===== src/rtl/sram_client_arbiter.sv =====
// Two-client round-robin arbiter in front of a single-port SRAM macro.
// One transaction in flight: accept, issue, wait read latency, respond.
module sram_client_arbiter #(
  parameter int DATA_WIDTH   = 16,
  parameter int ADDR_WIDTH   = 9,
  parameter int READ_LATENCY = 1
) (
  input  logic                  CLK,
  input  logic                  ASYNCRESET,
  input  logic                  req0_valid,
  output logic                  req0_ready,
  input  logic                  req0_write,
  input  logic [ADDR_WIDTH-1:0] req0_addr,
  input  logic [DATA_WIDTH-1:0] req0_wdata,
  output logic                  rsp0_valid,
  input  logic                  rsp0_ready,
  output logic [DATA_WIDTH-1:0] rsp0_rdata,
  input  logic                  req1_valid,
  output logic                  req1_ready,
  input  logic                  req1_write,
  input  logic [ADDR_WIDTH-1:0] req1_addr,
  input  logic [DATA_WIDTH-1:0] req1_wdata,
  output logic                  rsp1_valid,
  input  logic                  rsp1_ready,
  output logic [DATA_WIDTH-1:0] rsp1_rdata,
  output logic                  mem_cen,
  output logic                  mem_wen,
  output logic [ADDR_WIDTH-1:0] mem_addr,
  output logic [DATA_WIDTH-1:0] mem_wdata,
  input  logic [DATA_WIDTH-1:0] mem_rdata,
  output logic                  owner,
  output logic                  busy
);

  localparam int CW = (READ_LATENCY < 2) ? 1 : $clog2(READ_LATENCY + 1);

  typedef enum logic [1:0] {
    IDLE  = 2'd0,
    ISSUE = 2'd1,
    RWAIT = 2'd2,
    RESP  = 2'd3
  } state_e;

  state_e                state_q, state_d;
  logic                  ptr_q, ptr_d;
  logic                  owner_q, owner_d;
  logic                  wr_q, wr_d;
  logic [ADDR_WIDTH-1:0] addr_q, addr_d;
  logic [DATA_WIDTH-1:0] wdata_q, wdata_d;
  logic [DATA_WIDTH-1:0] rdata_q, rdata_d;
  logic [CW-1:0]         cnt_q, cnt_d;

  logic grant;
  logic acc0;
  logic acc1;
  logic rsp_hs;

  // Ready is combinational but masked while reset holds the outputs low.
  always_comb begin
    grant  = (req0_valid && req1_valid) ? ptr_q : req1_valid;
    acc0   = (state_q == IDLE) && !ASYNCRESET && req0_valid && !grant;
    acc1   = (state_q == IDLE) && !ASYNCRESET && req1_valid && grant;
    rsp_hs = (state_q == RESP) && (owner_q ? rsp1_ready : rsp0_ready);
  end

  always_comb begin
    state_d = state_q;
    ptr_d   = ptr_q;
    owner_d = owner_q;
    wr_d    = wr_q;
    addr_d  = addr_q;
    wdata_d = wdata_q;
    rdata_d = rdata_q;
    cnt_d   = cnt_q;
    unique case (state_q)
      IDLE: begin
        if (acc0 || acc1) begin
          owner_d = acc1;
          wr_d    = acc1 ? req1_write : req0_write;
          addr_d  = acc1 ? req1_addr  : req0_addr;
          wdata_d = acc1 ? req1_wdata : req0_wdata;
          state_d = ISSUE;
        end
      end
      ISSUE: begin
        if (wr_q) begin
          rdata_d = '0;
          state_d = RESP;
        end else begin
          cnt_d   = CW'(READ_LATENCY);
          state_d = RWAIT;
        end
      end
      RWAIT: begin
        cnt_d = cnt_q - CW'(1);
        if (cnt_q == CW'(1)) begin
          rdata_d = mem_rdata;
          state_d = RESP;
        end
      end
      RESP: begin
        if (rsp_hs) begin
          ptr_d   = ~owner_q;
          state_d = IDLE;
        end
      end
      default: state_d = IDLE;
    endcase
  end

  always_ff @(posedge CLK or posedge ASYNCRESET) begin
    if (ASYNCRESET) begin
      state_q <= IDLE;
      ptr_q   <= 1'b0;
      owner_q <= 1'b0;
      wr_q    <= 1'b0;
      addr_q  <= '0;
      wdata_q <= '0;
      rdata_q <= '0;
      cnt_q   <= '0;
    end else begin
      state_q <= state_d;
      ptr_q   <= ptr_d;
      owner_q <= owner_d;
      wr_q    <= wr_d;
      addr_q  <= addr_d;
      wdata_q <= wdata_d;
      rdata_q <= rdata_d;
      cnt_q   <= cnt_d;
    end
  end

  always_comb begin
    req0_ready = acc0;
    req1_ready = acc1;
    mem_cen    = (state_q == ISSUE);
    mem_wen    = (state_q == ISSUE) && wr_q;
    mem_addr   = addr_q;
    mem_wdata  = wdata_q;
    rsp0_valid = (state_q == RESP) && !owner_q;
    rsp1_valid = (state_q == RESP) && owner_q;
    rsp0_rdata = rsp0_valid ? rdata_q : '0;
    rsp1_rdata = rsp1_valid ? rdata_q : '0;
    owner      = owner_q;
    busy       = (state_q != IDLE);
  end

endmodule


===== config.mk =====
export PLATFORM = sky130hd
export DESIGN_NAME = sram_client_arbiter
export DESIGN_NICKNAME = d
export VERILOG_FILES = /design/src/rtl/sram_client_arbiter.sv
export SDC_FILE = /design/constraint.sdc
export NUM_CORES = 1
export LEC_CHECK = 0
export ABC_AREA = 1
export ABC_CLOCK_PERIOD_IN_PS = 2060
export CORE_ASPECT_RATIO = 0.7
export CORE_UTILIZATION = 38
export DETAILED_ROUTE_END_ITERATION = 7
export GPL_ROUTABILITY_DRIVEN = 0
export PLACE_DENSITY = 0.91
export SKIP_CTS_REPAIR_TIMING = 1
export SLEW_MARGIN = 20
export SYNTH_ARGS = -nofsm -noshare
export SYNTH_HDL_FRONTEND = slang
export SYNTH_SLANG_ARGS = --single-unit

===== constraint.sdc =====
create_clock -name CLK -period 2.06 [get_ports CLK]
set_input_delay 0.412 -clock CLK [delete_from_list [all_inputs] [get_ports CLK]]
set_output_delay 0.412 -clock CLK [all_outputs]
set_load 0.01 [all_outputs]

; ---- Word level (Yosys, flattened, before mapping)
; Index checks and enable logic that the tools add are counted.
[totals]
reg_bits = 47
in_bits = 74
output_inout_bits = 65
word_cells = 57
[classes]
add_sub_neg = 1
n_eq_ne = 8
mux = 17
bitwise_logic = 1
reduce_logical = 22
[op_table]
columns = operator, n
row1 = $mux W16, 5
row2 = $pmux W16 S2, 1
row3 = $logic_and A1 B1 Y1, 10
row4 = $mux W9, 1
row5 = $pmux W2 S4, 1
row6 = $mux W2, 3
row7 = $ne A2 B2 Y1 const B, 3
row8 = $reduce_and A2 Y1, 3
row9 = $reduce_and A3 Y1, 2
row10 = $mux W1, 5
row11 = $eq A2 B2 Y1 const B, 2
row12 = $ne A2 B1 Y1 const B, 2
row13 = $reduce_bool A2 Y1, 2
row14 = $logic_not A1 Y1, 3
row15 = $eq A2 B1 Y1 const B, 1
row16 = $logic_not A2 Y1, 1
row17 = $pmux W1 S2, 1
row18 = $logic_or A1 B1 Y1, 1
row19 = $not A1 Y1, 1
row20 = $sub A1 B1 Y1 const B, 1

; ---- Longest topological paths before layout
[logic_depth]
word_depth = 7
mapped_depth = 10
mapped_depth_nobuf = 9

; ---- Worst setup path before layout
; Ideal clock, no wire load.
[synth_path]
path_kind = reg2out
start = reg state_q[1]
end = out rsp0_rdata[10]
arrival_ns = 1.405
t_required_ns = 1.648
path_slack_ns = 0.243
path_stages_with_launch = 7
path_buffers = 1
cell_sequence = dfrtp_1 ha_1 inv_1 nor2_1 clkinv_1 buf_2 nor2_1
[synth_via]
elab_chain_len = 3
[synth_rtl]
columns = element, line_no
row1 = "start, declared", 44  ; state_e state_q, state_d;
row2 = "start signal, assigned", 122  ; state_q <= state_d;
row3 = $eq A2 B2 Y1, 140  ; rsp0_valid = (state_q == RESP) && !owner_q;
row4 = $logic_and A1 B1 Y1, 140
row5 = named net rsp0_valid, 15  ; output logic rsp0_valid,
row6 = $mux W16, 142  ; rsp0_rdata = rsp0_valid ? rdata_q : '0;
row7 = "end, declared", 17  ; output logic [DATA_WIDTH-1:0] rsp0_rdata,
; The timed path passes the listed nets, and every way through them passes these cells.

; ---- Final worst setup path
[layout_path]
start = reg state_q[1]
end = out rsp0_rdata[12]
[layout_via]
elab_chain_len = 3
[layout_rtl]
columns = element, line_no
row1 = $eq A2 B2 Y1, 140
row2 = $logic_and A1 B1 Y1, 140
row3 = $mux W16, 142
; Every way passes these cells.

==> results.yml <==
power_and_ir_drop:
  p_per_area_nw_per_um2: 1090
  peakVddDrop_v: 0.000526
  p_leak_nw: 2.41
  power_mw: 4.46
synth:
  netlist.top_cell.by_area: "dfrtp_1"
  synthFlopType: "dfrtp_1"
  synth_cells: 300
  syn-num-nets: 379
  synth.most_common_cell: "nand3_1"
  synth_area_leaders: "dfrtp_1 (50%), nand3_1 (15%), nand2_1 (10%)"
  avgSynthCellArea_um2: 7.84
  netlist.area_leader.share_pct: 50.0
  ys_types: 19
  yosysWarningCount: 0
  synthTopCellsByCount: "nand3_1 (72), nand2_1 (65), dfrtp_1 (47)"
  seq_area_frac_synth_pct: 50.0
  async_flop_share_pct: 100
  synth_edf_count: 0
  ys_ff_latch: 47
  synth.cell_area_um2: 2350
floorplanning:
  die_area_um2: 6510
  ioPinCount: 139
  rows: 23
  initial_core_util_pct: 40.2
  die_w_um: 96.0
  fp.coreArea_um2: 5840
  die_h_um: 67.8
min_path:
  hold_class: "reg2reg"
sta:
  post-route-period-util_pct: 95.1
  worstMarginPinSlew_ns: 0.559
  max_freq_mhz: 510
  setup_viol_count_final: 0
  finClkSkew_ns: 0.00544
  final_hold_viol_count: 0
  max_slew_margin_pct: 62.7
  fin_crit_ns: 1.96
  final_max_slew_viol_count: 0
  hold_ws_ns: 0.527
global_route:
  track_usage_pct: 21.7
  grt_pass1_vias: 2372
  antenna_found_initial: 0
  grt_start_max_net_pins: 48
  grt_overflow_total: 0
  grt_pass1_wl_mm: 10.8
run_status:
  status: "complete, no violations"
clocking:
  insertion_delay_ns: 0.29
  cts_tree: "done"
  htree_levels: 2
  cts_inserted_buffers: 5
  clock-root-buffer: "clkbuf_8"
  cts.sinks: 47
  cts_buffer_depth: 2
  path_clk_slew_ns: 0.09
worst_setup_path:
  cp-end-kind: "output port"
  crit_path_max_incr_delay_ns: 0.39
  crit_fanout: 7
  path_buf_inv: 4
  worstSetupPathType: "reg2out"
  crit_required_ns: 1.65
  critical_path_arrival_ns: 1.55
  critPathTopFamily: "buffers and inverters"
  crit_slowest_cell: "dfrtp_1"
  path_cells: "ha_1, inv_1, nor2_2, inv_2, buf_4, nor2_1, dlymetal6s2s_1"
  startpoint_type: "register"
route:
  drcViolationCount: 0
  vias: 2529
  vias_per_cell: 4.84
  drt_wl_total_mm: 7.06
  drtPass1Iterations: 4
  drt-initial-drc-count: 121
  postRouteAntennaNets: 0
  routedWlPerCell_um: 13.5
cells_and_area:
  n_antenna_cell: 0
  area_growth_pct: 73.4
  fillers: 442
  drive_above_1_share_pct: 8.26
  num-nets-final: 527
place:
  place_hpwl_mm: 5.19
  port_buffers: 138
job:
  maxCapViolCount: 0
logic make-up after synthesis:
logic type | share of synthesized area (%)
adders and majority gates | 2.66
buffers and inverters | 8.67
DFF | 50.0
AOI/OAI and AO/OA | 5.59
and+or+nand+nor | 33.0
state kept, by name (all words and copies together) (netlist names):
name,count
rdata_q,16
wr_q,1
cnt_q,1
ptr_q,1
owner,1
mem_addr,9
mem_wdata,16
state_q,2
metrics by stage:
stage	instance area (µm²)	setup slack, ns	instances	TNS, ns	utilization (%)
finish	4080	0.101	523	0	69.8
global route	4080	-0.0355	523	-0.0355	69.8
CTS	3990	-0.373	523	-9.80	68.2
detailed placement	3880	-0.160	516	-0.412	66.5
global placement	3880	-0.166	516	-0.296	66.5
floorplan	2350	0.243	300	0	-
report_power, final:
group / leakage [nW] / switching, mW / internal (mW)
combinational: 1.76 / 1.21 / 1.13
sequential: 0.600 / 0.181 / 1.29
clock: 0.0513 / 0.292 / 0.356
total: 2.41 / 1.68 / 2.78
placed cells by master, fill, tap and decap left out, types with 2 or more instances in the layout:
master           synthesis  layout
nand3_1                 72      72
clkdlybuf4s50_1          0      99
dfrtp_1                 47      47
o21ai_0                 20      20
nor2_2                   1       2
ha_1                     5       4
a21oi_1                  2       2
nand2_1                 65      65
clkbuf_8                 0       5
buf_4                    3      16
clkbuf_2                 0       2
nand2_2                  2       2
inv_1                   26      25
inv_2                    2       4
dlymetal6s2s_1           0      37
nor2_1                  38      37
layout make-up:
class                      instances  area (µm²)  share of cell area (%)
clock inverter                     1        30.0                   0.737
sequential                        47        1180                    28.9
timing repair buffer             156        1620                    39.6
tap                               75        93.8                    2.30
clock buffer                       6        72.6                    1.78
inverter                          30         113                    2.76
multi-input combinational        208         976                    23.9
layer usage:
metal / global-route usage (%) / vias up / wire (µm)
met5: 0 / - / 0
met4: 5.22 / 0 / 51
met3: 9.11 / 4 / 762
met2: 37.1 / 101 / 3290
met1: 25.5 / 1171 / 2950
li1: - / 1253 / -
worst paths after layout:
check                        startpoint              to  slack (ns)  depth (start not counted)
max                          state_q[1]  rsp0_rdata[12]        0.10                          7
min in group asynchronous    ASYNCRESET     mem_addr[6]        0.55                          3
min                        mem_wdata[8]    mem_wdata[8]        0.53                          2
max reg2reg                  state_q[0]      rdata_q[9]        0.35                          7
max in group asynchronous    ASYNCRESET   mem_wdata[12]        1.29                          3
min reg2reg                mem_wdata[8]    mem_wdata[8]        0.53                          2
worst register-to-register path, delay by kind of cell (launching register included):
kind / cells / cell delay (ns)
fa+ha+maj: 1 / 0.22
buf+inv: 3 / 0.28
simple gates: 2 / 0.52
compound gates: 1 / 0.17
flops: 1 / 0.38
Power figures use the tool's default switching activity.
==> patch 1, RTL diff (config.mk and constraints unchanged) <==
Reset style: synchronous (`ASYNCRESET`), changed in one clocked block.
--- a/src/rtl/sram_client_arbiter.sv
+++ b/src/rtl/sram_client_arbiter.sv
@@ -109,5 +109,5 @@
   end
 
-  always_ff @(posedge CLK or posedge ASYNCRESET) begin
+  always_ff @(posedge CLK) begin
     if (ASYNCRESET) begin
       state_q <= IDLE;
Check against the original RTL: differs if ASYNCRESET is asserted again (counterexample within 4 cycles, from zero or initial values and one cycle with ASYNCRESET high); with ASYNCRESET held inactive, the same outputs for 10 cycles.
==> patch 1 against the unedited design <==
The flow now finishes with violations (design-rule violations). Power decreased by 30%. Synthesized area increased by 5.4%. Sequential cell count unchanged. Synthesized cell count increased by 34%. Setup slack got worse by 0.036 ns. Core utilization decreased by 3.4 points. Design area increased by 1.8%. Routed wire length increased by 6.7%.
==> patch 1: results (changes against the unedited design) <==
<table>
<tr><th>Metric</th><th>Value</th></tr>
<tr><th colspan="2">Cells and area</th></tr>
<tr><td>Fill cell count</td><td>548 (+24%)</td></tr>
<tr><td>Layout cell share with drive strength beyond 1</td><td>0.119 (+0.0368)</td></tr>
<tr><th colspan="2">Global route</th></tr>
<tr><td>First-pass GRT wire length</td><td>12100 µm (+12%)</td></tr>
<tr><td>Vias in the first global route</td><td>2796 (+18%)</td></tr>
<tr><td>Global-route total usage across every layer</td><td>0.221 (+0.00365)</td></tr>
<tr><th colspan="2">Worst setup path</th></tr>
<tr><td>Worst path slowest cell</td><td>sky130_fd_sc_hd__dfxtp_4</td></tr>
<tr><td>Max FO, Critical Path</td><td>9 (+2)</td></tr>
<tr><td>Worst reg2reg path startpoint</td><td>state_q[1]</td></tr>
<tr><td>Depth of the most critical reg-to-reg path</td><td>10 (+3)</td></tr>
<tr><td>Crit Reg-Reg Endpoint</td><td>mem_wdata[1]</td></tr>
<tr><th colspan="2">Logic synthesis</th></tr>
<tr><td>Netlist cell types</td><td>24 (+5)</td></tr>
<tr><td>Predominant post-synthesis flop cell</td><td>sky130_fd_sc_hd__dfxtp_1</td></tr>
<tr><td>Synthesized net count</td><td>481 (+27%)</td></tr>
<tr><td>Most used standard cells in the synthesized netlist</td><td>115 x sky130_fd_sc_hd__nor2_1, 114 x sky130_fd_sc_hd__nand2_1, 54 x sky130_fd_sc_hd__inv_1</td></tr>
<tr><td>Register area share after synthesis</td><td>0.380 (-0.120)</td></tr>
<tr><th colspan="2">Power and ir drop</th></tr>
<tr><td>Peak supply drop</td><td>0.328 mV (-38%)</td></tr>
<tr><td>P_leak</td><td>0.00212 µW (-12%)</td></tr>
<tr><th colspan="2">Outcome</th></tr>
<tr><td>Violated checks</td><td>design-rule violations</td></tr>
<tr><td>Status</td><td>complete, but fails checks</td></tr>
<tr><th colspan="2">STA</th></tr>
<tr><td>Clock tree skew after final layout</td><td>0.00960 ns (+0.00417 ns)</td></tr>
<tr><td>Slew at the pin closest to its max-slew limit</td><td>0.324 ns (-0.235 ns)</td></tr>
<tr><th colspan="2">Drt</th></tr>
<tr><td>Starting DRC count in detailed routing</td><td>189 (+56%)</td></tr>
<tr><td>Detail-routed net length per standard cell</td><td>11.9 µm (-12%)</td></tr>
<tr><td>Met1 Wirelength</td><td>2850 µm (-3.5%)</td></tr>
<tr><td>Post-detailed-route DRC marker count</td><td>12 (+12)</td></tr>
<tr><td>Vias/cell</td><td>4.65 (-3.7%)</td></tr>
<tr><th colspan="2">Hold path</th></tr>
<tr><td>Origin of the worst min-delay path</td><td>rdata_q[4]</td></tr>
<tr><th colspan="2">Placed design</th></tr>
<tr><td>Hpwl dp</td><td>5610 µm (+8.1%)</td></tr>
</table>
[patch 1: cell types whose count changed in the layout (fill, tap and decap cells not counted), moves of 8 or more]
cell and delta:
sky130_fd_sc_hd__dlymetal6s2s_1 -14, sky130_fd_sc_hd__dfxtp_1 +45, sky130_fd_sc_hd__dfrtp_1 -47, sky130_fd_sc_hd__a21oi_1 +18
sky130_fd_sc_hd__inv_1 +26, sky130_fd_sc_hd__nor2_1 +77, sky130_fd_sc_hd__nand3_1 -58, sky130_fd_sc_hd__o21ai_0 -17
sky130_fd_sc_hd__buf_2 +8, sky130_fd_sc_hd__nand2_1 +48
[patch 1: worst max-delay path by stage]
stage / start / to / slack, ns / depth (start not counted)
CTS: state_q[1] / rsp0_rdata[13] / -0.40 / 6
global placement: req0_valid / req0_ready / -0.13 / 6
global route: state_q[1] / rsp1_rdata[15] / -0.03 / 7
detailed placement: req0_valid / req0_ready / -0.16 / 6
floorplan: state_q[0] / rsp0_rdata[10] / 0.27 / 6
finish: state_q[1] / rsp1_rdata[15] / 0.06 / 7
[patch 1: cells by family after synthesis]
| group | count (synthesis) | share of synthesized area |
|---|---|---|
| buffers and inverters | 74 | 0.134 |
| DFF | 47 | 0.380 |
| and+or+nand+nor | 250 | 0.403 |
| adders and majority gates | 5 | 0.0253 |
| AOI/OAI and AO/OA | 26 | 0.0581 |
[patch 1: area by class of cell]
type                            count  area (µm²)  share of cell area
Sequential cell                    47         946               0.228
Inverter                           58         230              0.0555
Multi-Input combinational cell    281        1230               0.296
Timing Repair Buffer              159        1530               0.369
Tap cell                           78        97.6              0.0235
Clock inverter                      3        47.5              0.0115
Clock buffer                        5        68.8              0.0166
[patch 1: critical path, delay by kind of cell (launching register included)]
family | cells | cell delay (ns)
fa+ha+maj | 1 | 0.17
buf+inv | 4 | 0.56
flops | 1 | 0.38
simple gates | 2 | 0.18
[patch 1: power by group]
group	switching (µW)	internal [µW]
registers	78.0	1040
logic	677	618
clock network	330	368
[patch 1: metrics by stage]
step	util	area, µm²	hold slack [ns]	worst slack [ns]
after floorplan	-	2480	0.440	0.268
after global placement	0.637	3980	0.449	-0.129
after detailed placement	0.637	3980	0.453	-0.163
after CTS	0.656	4100	0.467	-0.399
after global routing	0.664	4150	0.484	-0.0330
final	0.664	4150	0.468	0.0644
[patch 1: layer usage]
metal	global-route usage	vias up
li1	-	1484
met1	0.232	1323
met2	0.412	123
met3	0.0837	7
met4	0.0564	0
met5	0	-
==> patch 2, RTL diff (same settings) <==
Made on the original files. `DATA_WIDTH`: 16 -> 12.
--- a/src/rtl/sram_client_arbiter.sv
+++ b/src/rtl/sram_client_arbiter.sv
@@ -2,5 +2,5 @@
 // One transaction in flight: accept, issue, wait read latency, respond.
 module sram_client_arbiter #(
-  parameter int DATA_WIDTH   = 16,
+  parameter int DATA_WIDTH   = 12,
   parameter int ADDR_WIDTH   = 9,
   parameter int READ_LATENCY = 1
Interface: changed (6 resized); port bits go from 139 to 115. No check against the original RTL was run, so the function may have changed too.
==> patch 2 against the unedited design <==
The flow now finishes with violations (negative setup slack). Hold slack worse by 0.0015 ns. Clock power fell by 0.8%. Sequential cell count fell by 8. Clock skew down 0.0011 ns. Power shrank 9.3%. Routed wire length shrank 11%. Die area down 15%. Synthesized area decreased by 15%. Design area shrank 14%. Setup slack worse by 0.13 ns. Critical endpoint is now rsp0_rdata[2].
==> patch 2: results (changes against the unedited design) <==
<table>
<tr><th>Metric</th><th>Value</th></tr>
<tr><th colspan="2">Worst setup path</th></tr>
<tr><td>Depth of the most critical reg-to-reg path</td><td>10 (+3)</td></tr>
<tr><td>Max FO, Critical Path</td><td>5 (-2)</td></tr>
<tr><th colspan="2">Global route</th></tr>
<tr><td>Met3 demand-to-capacity share in global routing</td><td>0.0978 (+0.00664)</td></tr>
<tr><td>First-pass GRT wire length</td><td>9820 µm (-8.7%)</td></tr>
<tr><td>GR met1 Demand/Resource</td><td>0.266 (+0.0107)</td></tr>
<tr><td>Largest net degree at the start of global routing</td><td>40 (-17%)</td></tr>
<tr><td>Vias in the first global route</td><td>2110 (-11%)</td></tr>
<tr><td>Global-route total usage across every layer</td><td>0.229 (+0.0119)</td></tr>
<tr><th colspan="2">Drt</th></tr>
<tr><td>Length of routed met3 wiring</td><td>799 µm (+4.9%)</td></tr>
<tr><td>Starting DRC count in detailed routing</td><td>81 (-33%)</td></tr>
<tr><td>Length of routed met2 wiring</td><td>2980 µm (-9.6%)</td></tr>
<tr><td>Vias/cell</td><td>4.90 (+1.4%)</td></tr>
<tr><td>Vias</td><td>2206 (-13%)</td></tr>
<tr><th colspan="2">Logic synthesis</th></tr>
<tr><td>Synthesized net count</td><td>320 (-16%)</td></tr>
<tr><td>Netlist cell types</td><td>16 (-3)</td></tr>
<tr><td>Most used standard cells in the synthesized netlist</td><td>60 x sky130_fd_sc_hd__nand3_1, 58 x sky130_fd_sc_hd__nand2_1, 39 x sky130_fd_sc_hd__dfrtp_1</td></tr>
<tr><td>Synth area leaders</td><td>sky130_fd_sc_hd__dfrtp_1 49%, sky130_fd_sc_hd__nand3_1 15%, sky130_fd_sc_hd__nand2_1 11%</td></tr>
<tr><td>Synth Area in Compound Gates</td><td>0.0607 (+0.00478)</td></tr>
<tr><td>Register area share after synthesis</td><td>0.488 (-0.0125)</td></tr>
<tr><th colspan="2">STA</th></tr>
<tr><td>Slew at the pin closest to its max-slew limit</td><td>0.494 ns (-0.0650 ns)</td></tr>
<tr><td>Clock tree skew after final layout</td><td>0.00434 ns (-0.00110 ns)</td></tr>
<tr><td>Crit path setup slack, layout</td><td>-0.0322 ns (-0.133 ns)</td></tr>
<tr><td>Final number of setup-violating endpoints</td><td>3 (+3)</td></tr>
<tr><th colspan="2">Cells and area</th></tr>
<tr><td>Total Nets Final</td><td>447 (-15%)</td></tr>
<tr><td>Layout cell share with drive strength beyond 1</td><td>0.118 (+0.0355)</td></tr>
<tr><td>Fill cell count</td><td>383 (-13%)</td></tr>
<tr><th colspan="2">Power and ir drop</th></tr>
<tr><td>P_leak</td><td>0.00198 µW (-18%)</td></tr>
<tr><td>Peak supply drop</td><td>0.588 mV (+12%)</td></tr>
<tr><th colspan="2">Placed design</th></tr>
<tr><td>Instance count after placement with tap cells included</td><td>436 (-16%)</td></tr>
<tr><th colspan="2">Outcome</th></tr>
<tr><td>Status</td><td>complete, but fails checks</td></tr>
<tr><td>Violated checks</td><td>negative setup slack</td></tr>
</table>
[patch 2: changes by cell type after synthesis, moves of 3 or more]
cell,delta
sky130_fd_sc_hd__buf_4,-3
sky130_fd_sc_hd__nor2_1,-12
sky130_fd_sc_hd__dfrtp_1,-8
sky130_fd_sc_hd__nand2_1,-7
sky130_fd_sc_hd__nand3_1,-12
sky130_fd_sc_hd__buf_2,-3
[patch 2: kinds of logic (layout without fill, tap and decap cells)]
group                      after synthesis  count (layout)
buffers and inverters                   40             168
and+or+nand+nor                        147             147
AOI/OAI and AO/OA                       22              22
DFF                                     39              39
adders and majority gates                5               5
[patch 2: area by class of cell]
type	count	area (µm²)	share of cell area
multi-input combinational	174	881	0.252
timing repair buffer	132	1320	0.379
tap	69	86.3	0.0247
timing repair inverter	1	7.51	0.00215
sequential	39	977	0.279
clock inverter	2	35.0	0.0100
clock buffer	6	82.6	0.0236
inverter	27	104	0.0297
[patch 2: stage by stage]
stage          hold slack, ns  cell area [µm²]
4_1_cts                 0.529             3360
3_5_place_dp            0.503             3240
5_1_grt                 0.563             3500
3_3_place_gp            0.489             3240
2_1_floorplan           0.470             2000
6_report                0.526             3500
[patch 2: worst min-delay path by stage]
stage	startpoint	end	slack, ns	cells after the start
final	mem_addr[7]	mem_addr[7]	0.53	2
after global routing	mem_wdata[9]	mem_wdata[9]	0.56	2
after CTS	ptr_q	ptr_q	0.53	2
after detailed placement	ptr_q	ptr_q	0.50	2
after global placement	ptr_q	ptr_q	0.49	2
after floorplan	ptr_q	ptr_q	0.47	2
[patch 2: where the power goes]
group | internal [µW] | switching (µW) | total (µW)
combinational | 1050 | 1070 | 2120
clock | 392 | 251 | 643
sequential | 1090 | 198 | 1280
total | 2520 | 1520 | 4050
